File: src/rtl/axi_regfile_slave.sv
// AXI4 slave exposing DEPTH x 32-bit control/status registers to fabric logic.
// Supports WSTRB byte enables, FIXED/INCR bursts and ID echo. Read and write channels are independent.
module axi_regfile_slave #(
  parameter  int ID_WIDTH   = 4,
  parameter  int DEPTH      = 16,
  parameter  int ADDR_WIDTH = 32,
  localparam int IDX_W      = $clog2(DEPTH)
) (
  input  logic                  clk,
  input  logic                  rstn,
  // write address
  input  logic [ID_WIDTH-1:0]   i_awid,
  input  logic [ADDR_WIDTH-1:0] i_awaddr,
  input  logic [7:0]            i_awlen,
  input  logic [2:0]            i_awsize,
  input  logic [1:0]            i_awburst,
  input  logic                  i_awvalid,
  output logic                  o_awready,
  // write data
  input  logic [31:0]           i_wdata,
  input  logic [3:0]            i_wstrb,
  input  logic                  i_wlast,
  input  logic                  i_wvalid,
  output logic                  o_wready,
  // write response
  output logic [ID_WIDTH-1:0]   o_bid,
  output logic [1:0]            o_bresp,
  output logic                  o_bvalid,
  input  logic                  i_bready,
  // read address
  input  logic [ID_WIDTH-1:0]   i_arid,
  input  logic [ADDR_WIDTH-1:0] i_araddr,
  input  logic [7:0]            i_arlen,
  input  logic [2:0]            i_arsize,
  input  logic [1:0]            i_arburst,
  input  logic                  i_arvalid,
  output logic                  o_arready,
  // read data
  output logic [ID_WIDTH-1:0]   o_rid,
  output logic [31:0]           o_rdata,
  output logic [1:0]            o_rresp,
  output logic                  o_rlast,
  output logic                  o_rvalid,
  input  logic                  i_rready,
  // fabric side
  output logic [DEPTH*32-1:0]   regs_flat,
  output logic [DEPTH-1:0]      wr_pulse
);

  typedef enum logic [1:0] {W_IDLE, W_DATA, W_RESP} w_state_e;
  typedef enum logic       {R_IDLE, R_DATA}         r_state_e;

  localparam logic [1:0] RESP_OKAY   = 2'b00;
  localparam logic [1:0] RESP_SLVERR = 2'b10;
  localparam logic [1:0] BURST_FIXED = 2'b00;

  // Only 32-bit beats of FIXED or INCR bursts are served; everything else is answered SLVERR.
  function automatic logic burst_err(input logic [2:0] size, input logic [1:0] burst);
    return (size != 3'b010) || burst[1];
  endfunction

  logic [31:0]          r_regs [DEPTH];
  logic [DEPTH-1:0]     r_wr_pulse;

  w_state_e             r_wstate, w_wstate_nxt;
  logic                 r_awready, r_wready, r_bvalid;
  logic [ID_WIDTH-1:0]  r_wid, r_bid;
  logic [1:0]           r_bresp;
  logic [IDX_W-1:0]     r_widx;
  logic [7:0]           r_wlen, r_wcnt;
  logic                 r_wfixed, r_werr, r_wlast_err;

  r_state_e             r_rstate, w_rstate_nxt;
  logic                 r_arready, r_rvalid, r_rlast;
  logic [ID_WIDTH-1:0]  r_rid;
  logic [31:0]          r_rdata;
  logic [1:0]           r_rresp;
  logic [IDX_W-1:0]     r_ridx;
  logic [7:0]           r_rlen, r_rcnt;
  logic                 r_rfixed, r_rerr;

  logic                 w_aw_hs, w_w_hs, w_b_hs, w_ar_hs, w_r_hs;
  logic                 w_wbeat_last, w_wlast_bad, w_ar_err;
  logic [IDX_W-1:0]     w_ar_idx;
  logic                 w_unused;

  assign w_aw_hs      = i_awvalid & r_awready;
  assign w_w_hs       = i_wvalid  & r_wready;
  assign w_b_hs       = r_bvalid  & i_bready;
  assign w_ar_hs      = i_arvalid & r_arready;
  assign w_r_hs       = r_rvalid  & i_rready;
  assign w_wbeat_last = (r_wcnt == r_wlen);
  assign w_wlast_bad  = (i_wlast != w_wbeat_last);
  assign w_ar_idx     = i_araddr[2+:IDX_W];
  assign w_ar_err     = burst_err(i_arsize, i_arburst);
  assign w_unused     = ^{i_awaddr[1:0], i_awaddr[ADDR_WIDTH-1:IDX_W+2],
                          i_araddr[1:0], i_araddr[ADDR_WIDTH-1:IDX_W+2]};

  // ---------------- write channel ----------------
  always_comb begin
    // NOTE: every always_comb output gets a default first so no path can infer a latch.
    w_wstate_nxt = r_wstate;
    unique case (r_wstate)
      W_IDLE:  if (w_aw_hs)                 w_wstate_nxt = W_DATA;
      W_DATA:  if (w_w_hs && w_wbeat_last)  w_wstate_nxt = W_RESP;
      W_RESP:  if (w_b_hs)                  w_wstate_nxt = W_IDLE;
      default:                              w_wstate_nxt = W_IDLE;
    endcase
  end

  // NOTE: sequential state uses non-blocking assignments so every flop samples pre-edge values.
  always_ff @(posedge clk or negedge rstn) begin
    if (!rstn) begin
      r_wstate    <= W_IDLE;
      r_awready   <= 1'b0;
      r_wready    <= 1'b0;
      r_bvalid    <= 1'b0;
      r_bid       <= '0;
      r_bresp     <= RESP_OKAY;
      r_wid       <= '0;
      r_widx      <= '0;
      r_wlen      <= '0;
      r_wcnt      <= '0;
      r_wfixed    <= 1'b0;
      r_werr      <= 1'b0;
      r_wlast_err <= 1'b0;
    end else begin
      r_wstate  <= w_wstate_nxt;
      r_awready <= (w_wstate_nxt == W_IDLE);
      r_wready  <= (w_wstate_nxt == W_DATA);
      r_bvalid  <= (w_wstate_nxt == W_RESP);
      if (w_aw_hs) begin
        r_wid       <= i_awid;
        r_widx      <= i_awaddr[2+:IDX_W];
        r_wlen      <= i_awlen;
        r_wcnt      <= '0;
        r_wfixed    <= (i_awburst == BURST_FIXED);
        r_werr      <= burst_err(i_awsize, i_awburst);
        r_wlast_err <= 1'b0;
      end
      if (w_w_hs) begin
        r_wcnt <= r_wcnt + 8'd1;
        if (!r_wfixed)   r_widx      <= r_widx + 1'b1;
        if (w_wlast_bad) r_wlast_err <= 1'b1;
        // The beat count, not WLAST, closes the burst; a WLAST mismatch only taints the response.
        if (w_wbeat_last) begin
          r_bid   <= r_wid;
          r_bresp <= (r_werr || r_wlast_err || w_wlast_bad) ? RESP_SLVERR : RESP_OKAY;
        end
      end
    end
  end

  // ---------------- register file ----------------
  always_ff @(posedge clk or negedge rstn) begin
    if (!rstn) begin
      // NOTE: this array is reset on purpose: its contents drive fabric control logic directly.
      for (int i = 0; i < DEPTH; i++) r_regs[i] <= '0;
      r_wr_pulse <= '0;
    end else begin
      r_wr_pulse <= '0;
      if (w_w_hs && !r_werr) begin
        for (int b = 0; b < 4; b++) begin
          if (i_wstrb[b]) r_regs[r_widx][8*b+:8] <= i_wdata[8*b+:8];
        end
        if (|i_wstrb) r_wr_pulse[r_widx] <= 1'b1;
      end
    end
  end

  always_comb begin
    regs_flat = '0;
    for (int i = 0; i < DEPTH; i++) regs_flat[32*i+:32] = r_regs[i];
  end

  // ---------------- read channel ----------------
  always_comb begin
    w_rstate_nxt = r_rstate;
    unique case (r_rstate)
      R_IDLE:  if (w_ar_hs)            w_rstate_nxt = R_DATA;
      R_DATA:  if (w_r_hs && r_rlast)  w_rstate_nxt = R_IDLE;
      default:                         w_rstate_nxt = R_IDLE;
    endcase
  end

  // r_ridx always points at the register of the beat after the one being presented.
  always_ff @(posedge clk or negedge rstn) begin
    if (!rstn) begin
      r_rstate  <= R_IDLE;
      r_arready <= 1'b0;
      r_rvalid  <= 1'b0;
      r_rlast   <= 1'b0;
      r_rresp   <= RESP_OKAY;
      r_rdata   <= '0;
      r_rid     <= '0;
      r_ridx    <= '0;
      r_rlen    <= '0;
      r_rcnt    <= '0;
      r_rfixed  <= 1'b0;
      r_rerr    <= 1'b0;
    end else begin
      r_rstate  <= w_rstate_nxt;
      r_arready <= (w_rstate_nxt == R_IDLE);
      r_rvalid  <= (w_rstate_nxt == R_DATA);
      if (w_ar_hs) begin
        r_rid    <= i_arid;
        r_rlen   <= i_arlen;
        r_rcnt   <= '0;
        r_rfixed <= (i_arburst == BURST_FIXED);
        r_rerr   <= w_ar_err;
        r_ridx   <= (i_arburst == BURST_FIXED) ? w_ar_idx : w_ar_idx + 1'b1;
        r_rdata  <= w_ar_err ? 32'd0 : r_regs[w_ar_idx];
        r_rresp  <= w_ar_err ? RESP_SLVERR : RESP_OKAY;
        r_rlast  <= (i_arlen == 8'd0);
      end else if (w_r_hs && !r_rlast) begin
        r_rcnt  <= r_rcnt + 8'd1;
        r_ridx  <= r_rfixed ? r_ridx : r_ridx + 1'b1;
        r_rdata <= r_rerr ? 32'd0 : r_regs[r_ridx];
        r_rlast <= ((r_rcnt + 8'd1) == r_rlen);
      end
    end
  end

  assign o_awready = r_awready;
  assign o_wready  = r_wready;
  assign o_bvalid  = r_bvalid;
  assign o_bid     = r_bid;
  assign o_bresp   = r_bresp;
  assign o_arready = r_arready;
  assign o_rvalid  = r_rvalid;
  assign o_rid     = r_rid;
  assign o_rdata   = r_rdata;
  assign o_rresp   = r_rresp;
  assign o_rlast   = r_rlast;
  assign wr_pulse  = r_wr_pulse;

endmodule

File: config.mk
export PLATFORM = sky130hd
export DESIGN_NAME = axi_regfile_slave
export DESIGN_NICKNAME = d
export VERILOG_FILES = /design/src/rtl/axi_regfile_slave.sv
export SDC_FILE = /design/constraint.sdc
export NUM_CORES = 1
export LEC_CHECK = 0
export CORE_AREA = 2 2 425 258
export DETAILED_ROUTE_END_ITERATION = 8
export DIE_AREA = 0 0 427 260
export GPL_ROUTABILITY_DRIVEN = 0
export GPL_TIMING_DRIVEN = 0
export HOLD_SLACK_MARGIN = 0.12
export PLACE_DENSITY = 0.6
export SLEW_MARGIN = 25
export SYNTH_ARGS = -nofsm -noshare
export SYNTH_HDL_FRONTEND = slang
export SYNTH_SLANG_ARGS = --single-unit
File: constraint.sdc
create_clock -name clk -period 2.1 [get_ports clk]
set_input_delay 0.21 -clock clk [delete_from_list [all_inputs] [get_ports clk]]
set_output_delay 0.21 -clock clk [all_outputs]
set_load 0.01 [all_outputs]
; After elaboration in Yosys (flattened, before gate mapping)
; Cells that the tools add are included.
[classes]
n_reduce_logical = 22
n_mux = 58
order_cmp = 6
add_sub_neg = 5
n_bitwise = 10
n_eq_ne = 10
[ops]
columns = op, count
row1 = $mux 512, 7
row2 = $bwmux 512, 4
row3 = $demux 32 s4, 4
row4 = $mux 32, 9
row5 = $bmux 32 s4, 2
row6 = $mux 16, 3
row7 = $mux 8, 5
row8 = $mux 4, 7
row9 = $mux 24, 1
row10 = $add 8x1->8 const B, 2
row11 = $eq 8x8->1, 2
row12 = $ge 5x5->1 const B, 3
row13 = $not 4->5, 3
row14 = $add 4x1->4 const B, 3
row15 = $mux 2, 5
row16 = $logic_not 2->1, 4
row17 = $logic_not 8->1, 1
row18 = $mux 1, 8
row19 = $logic_and 1x1->1, 6
row20 = $ne 3x2->1 const B, 2
row21 = $pmux 2 s3, 1
row22 = $and 1x1->1, 5
row23 = $lt 4x5->1 const B, 1
row24 = $lt 5x1->1 const B, 1
row25 = other kinds (13), 22
[totals]
register_bits = 629
elab_cells = 152
input_bits = 142

; Depth between registers and ports, before layout
; Gate-level depths: netlist of run 1.
[logic_depth]
ltp_word = 16
depth_mapped = 8
depth_no_buf = 6

; Worst setup path before layout of run 1
; Ideal clock, no wire load.
[synth_timing]
path_kind = register to register
from = reg r_widx[0]
to = reg r_regs, in the netlist regs_flat[504]
setup_time_ps = 125
required_time_ps = 1975
path_buffers = 1
t_arrival_ps = 1777
stages_incl_launch_ff = 6
setup_slack_ps = 198
path_cell_list = dfrtp_1 > ha_1 > clkbuf_1 > nand3_1 > nor2_1 > mux2_2
[synth_between]
elab_chain_cells = 13
[synth_lines]
columns = element, line_no
row1 = "start, declared", 69  ; logic [IDX_W-1:0] r_widx;
row2 = "start signal, assigned", 134  ; r_widx <= i_awaddr[2+:IDX_W];
row3 = "start signal, assigned", 143  ; if (!r_wfixed) r_widx <= r_widx + 1'b1;
row4 = $not 4->5 (not written as such) (*), 164  ; if (i_wstrb[b]) r_regs[r_widx][8*b+:8] <= i_wdata[8*b+:8];
row5 = $demux 32 s4, 164
row6 = $bwmux 512, 164
row7 = $mux 512, 164
row8 = $mux 512, 162  ; if (w_w_hs && !r_werr) begin
row9 = $bwmux 512, 164
row10 = $mux 512, 164
row11 = $mux 512, 162
row12 = $bwmux 512, 164
row13 = $mux 512, 164
row14 = $mux 512, 162
row15 = $bwmux 512, 164
row16 = $mux 512 (*), 164
row17 = "end signal, assigned by index", 164
row18 = "end, declared", 62  ; logic [31:0] r_regs [DEPTH];
; Mark *: on every way between the ends. The rest lies on a longest branch, timed or not. The select of a mux whose other input is x is not followed.
; A chain may end at the register's enable or synchronous reset.

; Worst setup path in the final report of run 1
[layout_timing]
from = in i_araddr[3]
to = reg r_rdata[30], in the netlist o_rdata[30]
[layout_between]
elab_chain_cells = 6
[layout_lines]
columns = element, line_no
row1 = "start, declared", 32  ; input logic [ADDR_WIDTH-1:0] i_araddr,
row2 = $not 4->5 (not written as such), 212  ; r_rdata <= w_ar_err ? 32'd0 : r_regs[w_ar_idx];
row3 = $bmux 32 s4, 212
row4 = $mux 32 (not written as such) (2 in a row), 212
row5 = $mux 32, 212
row6 = $mux 32, 205  ; if (w_ar_hs) begin
row7 = "end signal, assigned", 212
row8 = "end signal, assigned", 218  ; r_rdata <= r_rerr ? 32'd0 : r_regs[r_ridx];
row9 = "end, declared", 76  ; logic [31:0] r_rdata;
; Every way passes these cells. The select of a mux whose other input is x is not followed.

==> out/qor.tcl, run 1 <==
set qor(run_status) {finished, violations left}
set qor(violations) {setup timing}
set qor(setup_slack_ps) -7.92
set qor(worst_max_slew_margin_expressed_relative_to_the_limit_pct) 24.5
set qor(final-max-slew-violation-count) 0
set qor(postSynthCellCount) 2280
set qor(dieArea_sq_um) 111000
set qor(port_buffer_cells) 659
set qor(h-tree-depth) 3
set qor(critPathMaxStageDelay_ps) 480
set qor(leakagePower_nw) 19.1
set qor(cp_data_required_time_ps) 2610
set qor(postSynth.asyncResetShare_pct) 100
set qor(crit_top_cell) {buf_4}
set qor(critPathBufInv) 4
set qor(ant_nets) 0
set qor(setup_tns_ps) -7.92
set qor(synthTopCellsByCount) {dfrtp_1, mux2_2, mux4_2}
set qor(areaGrowthSynthToFinish_pct) 40.5
set qor(cp_cell_sequence) {clkdlybuf4s50_1 > buf_2 > buf_4 > buf_4 > mux4_2 > a22oi_1 > a21o_1 > nand4_1}
set qor(die_width_um) 427
set qor(timing.critical_path.slowest_stage_cell) {clkdlybuf4s50_1}
set qor(worstSetupStartpoint) {i_araddr[3]}
set qor(portion_of_synthesized_cell_area_occupied_by_the_leading_cell_type_pct) 49.0
set qor(rsz0062_at_grt) {true}
set qor(path_delay_family) {buffers and inverters}
set qor(critical_path_capture_point_type) {register}
set qor(synth_top_flop_cell) {dfrtp_1}
set qor(core-area_sq_um) 107000
set qor(grt_pass1_vias) 25500
set qor(post-synth-top-count-cell) {dfrtp_1}
set qor(maximum_number_of_pins_on_one_net_before_global_route_repair) 86
set qor(worst-endpoint-arrival_ps) 2610
set qor(synth-warning-count) 0
set qor(rows) 93
set qor(final.period_utilization_pct) 100
set qor(clkTransAtPathRegs_ps) 60
set qor(clkSinkCount) 626
set qor(cp_max_fo) 10
set qor(drtPass1Iterations) 5
set qor(register_area_share_after_synthesis_pct) 49.0
set qor(cts_max_path_buffers) 3
set qor(maxCapViolCount) 0
set qor(wl_per_cell_um) 34.1
set qor(maximum_clock_rate_mhz) 474
set qor(die_h_um) 260
set qor(dr.first_iter.drc_count) 2252
set qor(min_path_type) {in2reg}
set qor(groute.usage.overall_pct) 27.6
set qor(worst_min_delay_path_startpoint) {i_araddr[4]}
set qor(post_route_cells_drive_above_1_share_pct) 35.3
set qor(routed_via_density) 5.61
set qor(synth_edf_count) 0
set qor(yosys_top_cell_by_area) {dfrtp_1}
set qor(tritoncts.num_buffers) 68
set qor(detail_route.drc_violations) 0
set qor(floorplan.initialDensity_pct) 29.9
set qor(total_power_mw) 64.1
set qor(synth.avg_cell_area_sq_um) 14.0
set qor(ys_top_cells_by_area) {dfrtp_1, mux2_2, mux4_2, mux2i_1, a22oi_1}
set qor(setup_viol_count_final) 1
set qor(fin_nets) 3240
set qor(post_synth_num_cell_types) 47
set qor(filler_cell_count) 10000
set qor(clock_insertion_delay_worst_skew_ps) 660
set qor(tightestPinTransition_ps) 1130
set qor(final_period_minus_worst_setup_slack_ps) 2110
set qor(clock_skew_ps) 28.1
set qor(hold_viol_final) 0
set qor(timing.critical_path.from_type) {primary input}
set qor(finalWirelength_um) 156000
set qor(regToRegStartpoint) {o_arready$_DFF_PN0_}
set qor(setup.worst_path.class) {in2reg}
set qor(tritoncts_clock_tree) {done}
set qor(place.detailed.hpwl_um) 112000
set qor(grt_pass1_wl_um) 213000
set qor(irDropWorstVdd_v) 0.000817
set qor(ioPinCount) 720
set qor(dr_total_vias) 25600
set qor(globalRoute.totalOverflow) 0
set qor(root_buffer) {clkbuf_16}
set qor(netlist_area_before_placement_sq_um) 32000
set qor(power_density_nw_per_um2) 1430
set qor(ys_seq_elements) 626
set qor(antenna_violations_before_repair) 5
## path summary, 6_finish.rpt
check                                        endpoint  slack [ps]  depth (start not counted)
setup / recovery              o_rdata[30]$_DFFE_PN0P_          -8                          8
hold / removal                  r_ridx[2]$_DFFE_PN0P_         150                          4
setup reg to reg              o_rdata[28]$_DFFE_PN0P_           0                          6
hold reg to reg                  o_rid[3]$_DFFE_PN0P_         490                          2
max in group asynchronous         r_widx[0]$_DFF_PN0_         600                          5
min in group asynchronous  regs_flat[359]$_DFFE_PN0P_         160                          3
## state kept, by name, indices dropped and copies added, names as in the netlist, 8 cells and up
signal	cells
regs_flat	512
o_rdata	32
wr_pulse	16
r_rcnt	8
r_rlen	8
r_wcnt	8
r_wlen	8
## power breakdown
| group | total, mW | switching [mW] | internal, mW |
|---|---|---|---|
| registers | 21.7 | 5.28 | 16.4 |
| logic | 30.0 | 14.4 | 15.6 |
| clock network | 12.4 | 5.38 | 7.00 |
## kinds of logic (layout without fill, tap and decap cells)
| group | after synthesis | in the layout | synth area share (%) |
|---|---|---|---|
| buffers and inverters | 175 | 1037 | 2.43 |
| muxes | 855 | 855 | 36.4 |
| other | 1 | 6 | 0.0117 |
| adders and majority gates | 8 | 8 | 0.313 |
| and+or+nand+nor | 318 | 318 | 4.99 |
| xor gates and xnor gates | 30 | 30 | 0.822 |
| AOI/OAI and AO/OA | 267 | 267 | 6.04 |
| DFF | 626 | 626 | 49.0 |
## tightest hold or removal path: cells and delay by family
family,cells,cell delay [ps]
AOI/OAI and AO/OA,1,70
and+or+nand+nor,1,70
buffers and inverters,1,200
xor gates and xnor gates,1,190
## per-stage QoR
step                      instances  worst slack (ps)  utilization (%)  hold WS (ps)  area (sq um)
after global placement         4365            -29110             37.8           464         40400
after detailed placement       4377             -1360             38.1          68.7         40700
after global routing           4569             -36.2             42.0           149         44900
after floorplan                2281               198                -         -85.6         32000
final                          4572             -7.92             42.0           151         44900
after CTS                      4568              -106             41.9           126         44800
## metal layers
| metal | vias up | wire [um] | share of wire [%] | global-route usage [%] |
|---|---|---|---|---|
| met1 | 13600 | 66100 | 42 | 37.6 |
| met4 | 2 | 5930 | 3.8 | 9.36 |
| met5 | - | 13 | 0.0084 | 0.256 |
| li1 | 10400 | - | - | - |
| met3 | 264 | 14200 | 9.1 | 8.16 |
| met2 | 1347 | 69500 | 45 | 42.0 |
## what timing repair did
action | in CTS | in global routing
hold endpoints to repair | 173 | 0
pin swaps | 49 | 0
gates cloned | 0 | 0
setup buffers | 59 | 2
hold buffers | 14 | 0
endpoints found under the setup margin | 552 | 467
resized for setup | 214 | 27
## placed cells by master (no fill, tap or decap), types with 31 or more instances in the layout
cell               n
a21o_1            31
a22oi_1          124
buf_12            46
buf_4             41
clkbuf_1          69
clkbuf_16         71
clkdlybuf4s50_1  657
dfrtp_1          623
mux2_2           531
mux2i_1          131
mux4_2           193
nand2_1           96
nand4_1           37
nor2_1            38
nor2_4            49
o211ai_1          63
## final cells by class
cell class	instances	area, sq um	area share, %
Timing Repair Buffer	746	8020	17.9
Sequential cell	626	15700	34.9
Antenna cell	4	10.0	0.0223
Tap cell	1425	1780	3.97
Buffer	164	1170	2.61
Clock buffer	105	2010	4.49
Clock inverter	18	195	0.435
Multi-Input combinational cell	1480	16000	35.7
Inverter	4	15.0	0.0334
Note: power is estimated with default switching activity, not from simulation.
==> inputs of run 2 (changes only) <==
--- a/config.mk
+++ b/config.mk
@@ -16,3 +16,4 @@
 export SYNTH_ARGS = -nofsm -noshare
 export SYNTH_HDL_FRONTEND = slang
 export SYNTH_SLANG_ARGS = --single-unit
+export TNS_END_PERCENT = 50
==> out/qor.tcl, run 2 (synthesized netlist as in run 1, its figures left out) <==
set qor(crit_top_cell) {buf_2}
set qor(final.period_utilization_pct) 101 ;# +0.69 points
set qor(routed_via_density) 5.63 ;# +0.39%
set qor(final_core_utilization_pct) 42.0 ;# about the same
set qor(groute.usage.overall_pct) 27.7 ;# about the same
set qor(worst-endpoint-arrival_ps) 2690 ;# +80 ps
set qor(rsz0062_at_grt) {true}
set qor(min_path_type) {in2reg}
set qor(hold_viol_final) 0 ;# unchanged
set qor(final-max-slew-violation-count) 0 ;# unchanged
set qor(critical_path_capture_point_type) {register}
set qor(place.detailed.hpwl_um) 112000 ;# unchanged
set qor(grt_pass1_vias) 25600 ;# +0.13%
set qor(timing.critical_path.from_type) {register}
set qor(floorplan.initialDensity_pct) 29.9 ;# unchanged
set qor(port_buffer_cells) 659 ;# unchanged
set qor(multi_input_area_sq_um) 16000 ;# unchanged
set qor(maxCapViolCount) 0 ;# unchanged
set qor(ant_nets) 0 ;# unchanged
set qor(tritoncts.num_buffers) 68 ;# unchanged
set qor(globalRoute.totalOverflow) 0 ;# unchanged
set qor(cp_max_fo) 10 ;# unchanged
set qor(clkSinkCount) 626 ;# unchanged
set qor(leakagePower_nw) 19.1 ;# about the same
set qor(path_delay_family) {simple AND/OR/NAND/NOR gates}
set qor(dr_total_vias) 25700 ;# +0.35%
set qor(clkTransAtPathRegs_ps) 60 ;# about the same
set qor(cp_cell_sequence) {and2_1 > buf_2 > nor2_2 > buf_2 > nand2_1 > nand4_1}
set qor(critPathMaxStageDelay_ps) 610 ;# +130 ps
set qor(worst_max_slew_margin_expressed_relative_to_the_limit_pct) 26.5 ;# +2.0 points
set qor(run_status) {finished, violations left}
set qor(fin_nets) 3239 ;# -0.031%
set qor(setup_slack_ps) -22.4 ;# -14.5 ps
set qor(clock_skew_ps) 26.9 ;# -1.22 ps
set qor(clock_insertion_delay_worst_skew_ps) 660 ;# about the same
set qor(sequential_cell_area_in_the_final_layout_sq_um) 15700 ;# unchanged
set qor(maximum_clock_rate_mhz) 471 ;# -0.68%
set qor(finalWirelength_um) 156000 ;# about the same
set qor(cts_max_path_buffers) 3 ;# unchanged
set qor(dieArea_sq_um) 111000 ;# unchanged
set qor(rows) 93 ;# unchanged
set qor(timing.critical_path.slowest_stage_cell) {buf_2}
set qor(detail_route.drc_violations) 0 ;# unchanged
set qor(core-area_sq_um) 107000 ;# unchanged
set qor(post_route_cells_drive_above_1_share_pct) 35.3 ;# about the same
set qor(wl_per_cell_um) 34.1 ;# +0.13%
set qor(power_density_nw_per_um2) 1430 ;# about the same
set qor(reg2reg_depth) 6 ;# unchanged
set qor(path_depth) 6 ;# -2
set qor(dr.first_iter.drc_count) 2315 ;# +2.8%
set qor(setup.worst_path.class) {reg2reg}
set qor(die_width_um) 427 ;# unchanged
set qor(ioPinCount) 720 ;# unchanged
set qor(layout.cells.most_common) {clkdlybuf4s50_1}
set qor(pre_cts_ws_ps) -1360 ;# unchanged
set qor(cp_data_required_time_ps) 2670 ;# +60 ps
set qor(critPathBufInv) 2 ;# -2
set qor(most-common-layout-cells) {clkdlybuf4s50_1, dfrtp_1, mux2_2}
set qor(total_power_mw) 64.1 ;# about the same
set qor(setup_viol_count_final) 6 ;# +5
set qor(die_h_um) 260 ;# unchanged
set qor(final_period_minus_worst_setup_slack_ps) 2120 ;# +14.5 ps
set qor(violations) {setup timing}
set qor(irDropWorstVdd_v) 0.000818 ;# about the same
set qor(h-tree-depth) 3 ;# unchanged
set qor(root_buffer) {clkbuf_16}
set qor(drtPass1Iterations) 5 ;# unchanged
set qor(filler_cell_count) 10000 ;# +0.020%
set qor(antenna_violations_before_repair) 5 ;# unchanged
set qor(maximum_number_of_pins_on_one_net_before_global_route_repair) 86 ;# unchanged
set qor(largest_register_ffs) 512 ;# unchanged
set qor(min_delay_path_depth) 4 ;# unchanged
set qor(tritoncts_clock_tree) {done}
set qor(areaGrowthSynthToFinish_pct) 40.4 ;# about the same
set qor(grt_pass1_wl_um) 213000 ;# +0.11%
set qor(tightestPinTransition_ps) 1100 ;# -30.6 ps
run 2: cell count changes in the layout (fill, tap and decap cells not counted):
cell and change:
clkbuf_4 -2, clkbuf_2 +1, diode_2 -1
run 2: cell type report:
class / instances / area share [%]
Multi-Input combinational cell: 1480 / 35.7
Sequential cell: 626 / 34.9
Timing Repair Buffer: 744 / 17.8
Clock buffer: 105 / 4.49
Tap cell: 1425 / 3.97
Buffer: 165 / 2.63
Clock inverter: 18 / 0.435
Inverter: 4 / 0.0334
Antenna cell: 3 / 0.0167
run 2: worst register-to-register path, delay by kind of cell (launching register included):
family / cells / cell delay, ps
buf+inv: 2 / 800
flops: 1 / 390
simple gates: 4 / 870
run 2: where the power goes:
group / switching (mW) / internal (mW) / total (mW)
Clock: 5.38 / 7.00 / 12.4
Sequential: 5.26 / 16.4 / 21.7
Combinational: 14.4 / 15.6 / 30.1
Total: 25.1 / 39.0 / 64.1
run 2: final timing paths:
path	to	from	slack, ps
worst max register to register	o_rdata[27]$_DFFE_PN0P_	o_arready$_DFF_PN0_	-20
min in group asynchronous	regs_flat[359]$_DFFE_PN0P_	rstn	170
max in group asynchronous	o_wready$_DFF_PN0_	rstn	590
worst min-delay path	r_ridx[2]$_DFFE_PN0P_	i_araddr[4]	160
worst max-delay path	o_rdata[27]$_DFFE_PN0P_	o_arready$_DFF_PN0_	-20
worst min register to register	o_rdata[31]$_DFFE_PN0P_	o_rdata[31]$_DFFE_PN0P_	480
run 2: per-stage QoR:
step | setup TNS (ps) | hold slack [ps] | instances | area (sq um)
finish | -77.3 | 160 | 4570 | 44900
global route | -288 | 149 | 4568 | 44900
CTS | -2430 | 126 | 4569 | 44800
detailed placement | -516240 | 68.7 | 4377 | 40700
global placement | - | 464 | 4365 | 40400
floorplan | 0 | -85.6 | 2281 | 32000
run 2: what timing repair did:
action,4_1_cts,5_1_grt
gates resized for setup,213,31
hold buffers,14,0
pin swaps,49,0
setup buffers,59,0
hold endpoints to repair,173,0
endpoints found under the setup margin,552,462
run 2: metal layers:
metal	global-route usage [%]	up-vias	part of all wire, %
li1	-	10400	-
met1	37.5	13700	43
met2	42.0	1343	45
met3	8.29	262	8.9
met4	9.52	4	3.8
met5	0	-	0.039
==> inputs of run 3 (changes only) <==
--- a/config.mk
+++ b/config.mk
@@ -5,13 +5,13 @@
 export SDC_FILE = /design/constraint.sdc
 export NUM_CORES = 1
 export LEC_CHECK = 0
-export CORE_AREA = 2 2 425 258
+export CORE_AREA = 2 2 330 201
 export DETAILED_ROUTE_END_ITERATION = 8
-export DIE_AREA = 0 0 427 260
+export DIE_AREA = 0 0 332 203
 export GPL_ROUTABILITY_DRIVEN = 0
 export GPL_TIMING_DRIVEN = 0
 export HOLD_SLACK_MARGIN = 0.12
-export PLACE_DENSITY = 0.6
+export PLACE_DENSITY = 0.87
 export SLEW_MARGIN = 25
 export SYNTH_ARGS = -nofsm -noshare
 export SYNTH_HDL_FRONTEND = slang
==> out/qor.tcl, run 3 (synthesized netlist as in run 1, its figures left out) <==
set qor(antenna_violations_before_repair) 2 ;# -3
set qor(h-tree-depth) 2 ;# -1
set qor(total_power_mw) 62.0 ;# -3.3%
set qor(final-max-slew-violation-count) 0 ;# unchanged
set qor(clock_skew_ps) 11.7 ;# -15.1 ps
set qor(setup_tns_ps) -709 ;# -632 ps
set qor(cts_max_path_buffers) 3 ;# unchanged
set qor(maximum_clock_rate_mhz) 463 ;# -1.8%
set qor(regToRegSetupSlack_ps) -40 ;# -20 ps
set qor(port_buffer_cells) 659 ;# unchanged
set qor(detail_route.drc_violations) 0 ;# unchanged
set qor(post_route_cells_drive_above_1_share_pct) 34.9 ;# -0.42 points
set qor(ioPinCount) 720 ;# unchanged
set qor(min_path_type) {in2async}
set qor(most-common-layout-cells) {clkdlybuf4s50_1, dfrtp_1, mux2_2}
set qor(tritoncts_clock_tree) {done}
set qor(worstSetupStartpoint) {i_araddr[2]}
set qor(finalWirelength_um) 139000 ;# -11%
set qor(areaGrowthSynthToFinish_pct) 36.1
set qor(floorplan.initialDensity_pct) 49.8 ;# +20 points
set qor(cp_max_fo) 10 ;# unchanged
set qor(crit_path_end) {o_rdata[26]$_DFFE_PN0P_}
set qor(tightestPinTransition_ps) 1040 ;# -64.6 ps
set qor(largest_register_ffs) 512 ;# unchanged
set qor(dieArea_sq_um) 67400 ;# -39%
set qor(fin_nets) 3215 ;# -0.74%
set qor(fin_worst_hold_slack_ps) 135 ;# -25.1 ps
set qor(finish.cell_count_without_fillers) 3964 ;# -13%
set qor(place.detailed.hpwl_um) 97900 ;# -13%
set qor(maxCapViolCount) 0 ;# unchanged
set qor(leakagePower_nw) 18.7 ;# -1.9%
set qor(wl_per_cell_um) 35.0 ;# +2.6%
set qor(cp_data_required_time_ps) 2610 ;# -60 ps
set qor(critical_path_capture_point_type) {register}
set qor(root_buffer) {clkbuf_16}
set qor(setup.worst_path.class) {in2reg}
set qor(setup_viol_count_final) 36 ;# +30
set qor(reg2reg_depth) 7 ;# +1
set qor(rows) 72 ;# -23%
set qor(ant_nets) 0 ;# unchanged
set qor(rsz0062_at_grt) {true}
set qor(die_h_um) 203 ;# -22%
set qor(timing.critical_path.from_type) {primary input}
set qor(irDropWorstVdd_v) 0.000756 ;# -7.6%
set qor(drtPass1Iterations) 6 ;# +1
set qor(worst_max_slew_margin_expressed_relative_to_the_limit_pct) 30.8 ;# +4.3 points
set qor(core-area_sq_um) 64100 ;# -40%
set qor(filler_cell_count) 4331 ;# -57%
set qor(maximum_number_of_pins_on_one_net_before_global_route_repair) 98 ;# +14%
set qor(globalRoute.totalOverflow) 0 ;# unchanged
set qor(final_period_minus_worst_setup_slack_ps) 2160 ;# +39.4 ps
set qor(run_status) {finished, violations left}
set qor(numPlacedInstances) 3797 ;# -13%
set qor(layout.cells.most_common) {clkdlybuf4s50_1}
set qor(routed_via_density) 6.83 ;# +21%
set qor(die_width_um) 332 ;# -22%
set qor(groute.usage.overall_pct) 40.3 ;# +13 points
set qor(clkSinkCount) 626 ;# unchanged
set qor(dr_total_vias) 27100 ;# +5.2%
set qor(regToRegStartpoint) {r_widx[2]$_DFF_PN0_}
set qor(final.period_utilization_pct) 103 ;# +1.9 points
set qor(violations) {setup timing}
set qor(setup_slack_ps) -61.8 ;# -39.4 ps
set qor(grt_pass1_wl_um) 196000 ;# -7.9%
set qor(clkTransAtPathRegs_ps) 70 ;# about the same
set qor(grt_pass1_vias) 27700 ;# +8.3%
set qor(tritoncts.num_buffers) 58 ;# -15%
set qor(hold_viol_final) 0 ;# unchanged
set qor(r2r_end) {regs_flat[131]$_DFFE_PN0P_}
set qor(worst-endpoint-arrival_ps) 2670 ;# -20 ps
set qor(power_density_nw_per_um2) 1420 ;# -0.21%
set qor(clock_insertion_delay_worst_skew_ps) 640 ;# -20 ps
set qor(dr.first_iter.drc_count) 3068 ;# +33%
## run 3: cell count changes in the layout (fill, tap and decap cells not counted), sizes merged
cell / delta
buf: -15
bufinv: -1
clkbuf: -11
clkdlybuf4s50: +1
clkinvlp: +1
diode: -1
dlygate4sd2: -1
dlygate4sd3: -4
inv: -1
## run 3: routing by layer
layer,GRT usage [%],vias up,wire [um]
met5,0.496,-,13
met4,22.9,2,9520
met3,16.0,603,19700
met2,59.7,2270,60400
met1,50.5,13900,49000
li1,-,10300,-
## run 3: worst min path at each step
stage,slack [ps],endpoint,from
floorplan,-90,o_arready$_DFF_PN0_,rstn
global placement,460,o_rid[1]$_DFFE_PN0P_,o_rid[1]$_DFFE_PN0P_
detailed placement,280,regs_flat[386]$_DFFE_PN0P_,rstn
CTS,120,r_rlen[6]$_DFFE_PN0P_,i_arlen[6]
global route,170,r_rlen[1]$_DFFE_PN0P_,i_arlen[1]
finish,140,r_rcnt[2]$_DFFE_PN0P_,rstn
## run 3: metrics by stage
stage / utilization [%] / setup WS (ps) / cell area [sq um]
6_report: 67.8 / -61.8 / 43500
5_1_grt: 67.8 / -107 / 43500
4_1_cts: 67.2 / -131 / 43100
3_5_place_dp: 62.1 / -1140 / 39800
3_3_place_gp: 61.8 / -25810 / 39600
2_1_floorplan: - / 198 / 32000
## run 3: layout make-up
cell class                      count  area [sq um]  share of cell area (%)
Buffer                            164          1010                    2.33
Inverter                            4          15.0                  0.0345
Sequential cell                   626         15700                    36.0
Clock inverter                     17           145                   0.334
Tap cell                          851          1060                    2.45
Timing Repair Buffer              731          7830                    18.0
Antenna cell                        2          5.00                  0.0115
Multi-Input combinational cell   1480         16000                    36.8
Clock buffer                       89          1770                    4.07
## run 3: timing repair
action,4_1_cts,5_1_grt
pin swaps,40,10
endpoints found under the hold margin,93,0
hold buffers,9,0
buffers inserted,47,9
resized for setup,155,87
endpoints found under the setup margin,550,634
cloned,0,1
## run 3: power breakdown
group	internal, mW	total (mW)	leakage, nW	switching [mW]
clock	6.02	10.9	0.955	4.92
sequential	16.4	21.7	8.36	5.32
combinational	15.4	29.3	9.38	14.0
total	37.8	62.0	18.7	24.2
## run 3: worst max-delay path, cell delays in order
cell             delay [ps]
clkdlybuf4s50_1         620
buf_2                   230
buf_6                   210
buf_4                   320
mux4_2                  560
a22oi_1                 260
a21o_1                  160
nand4_1                  90
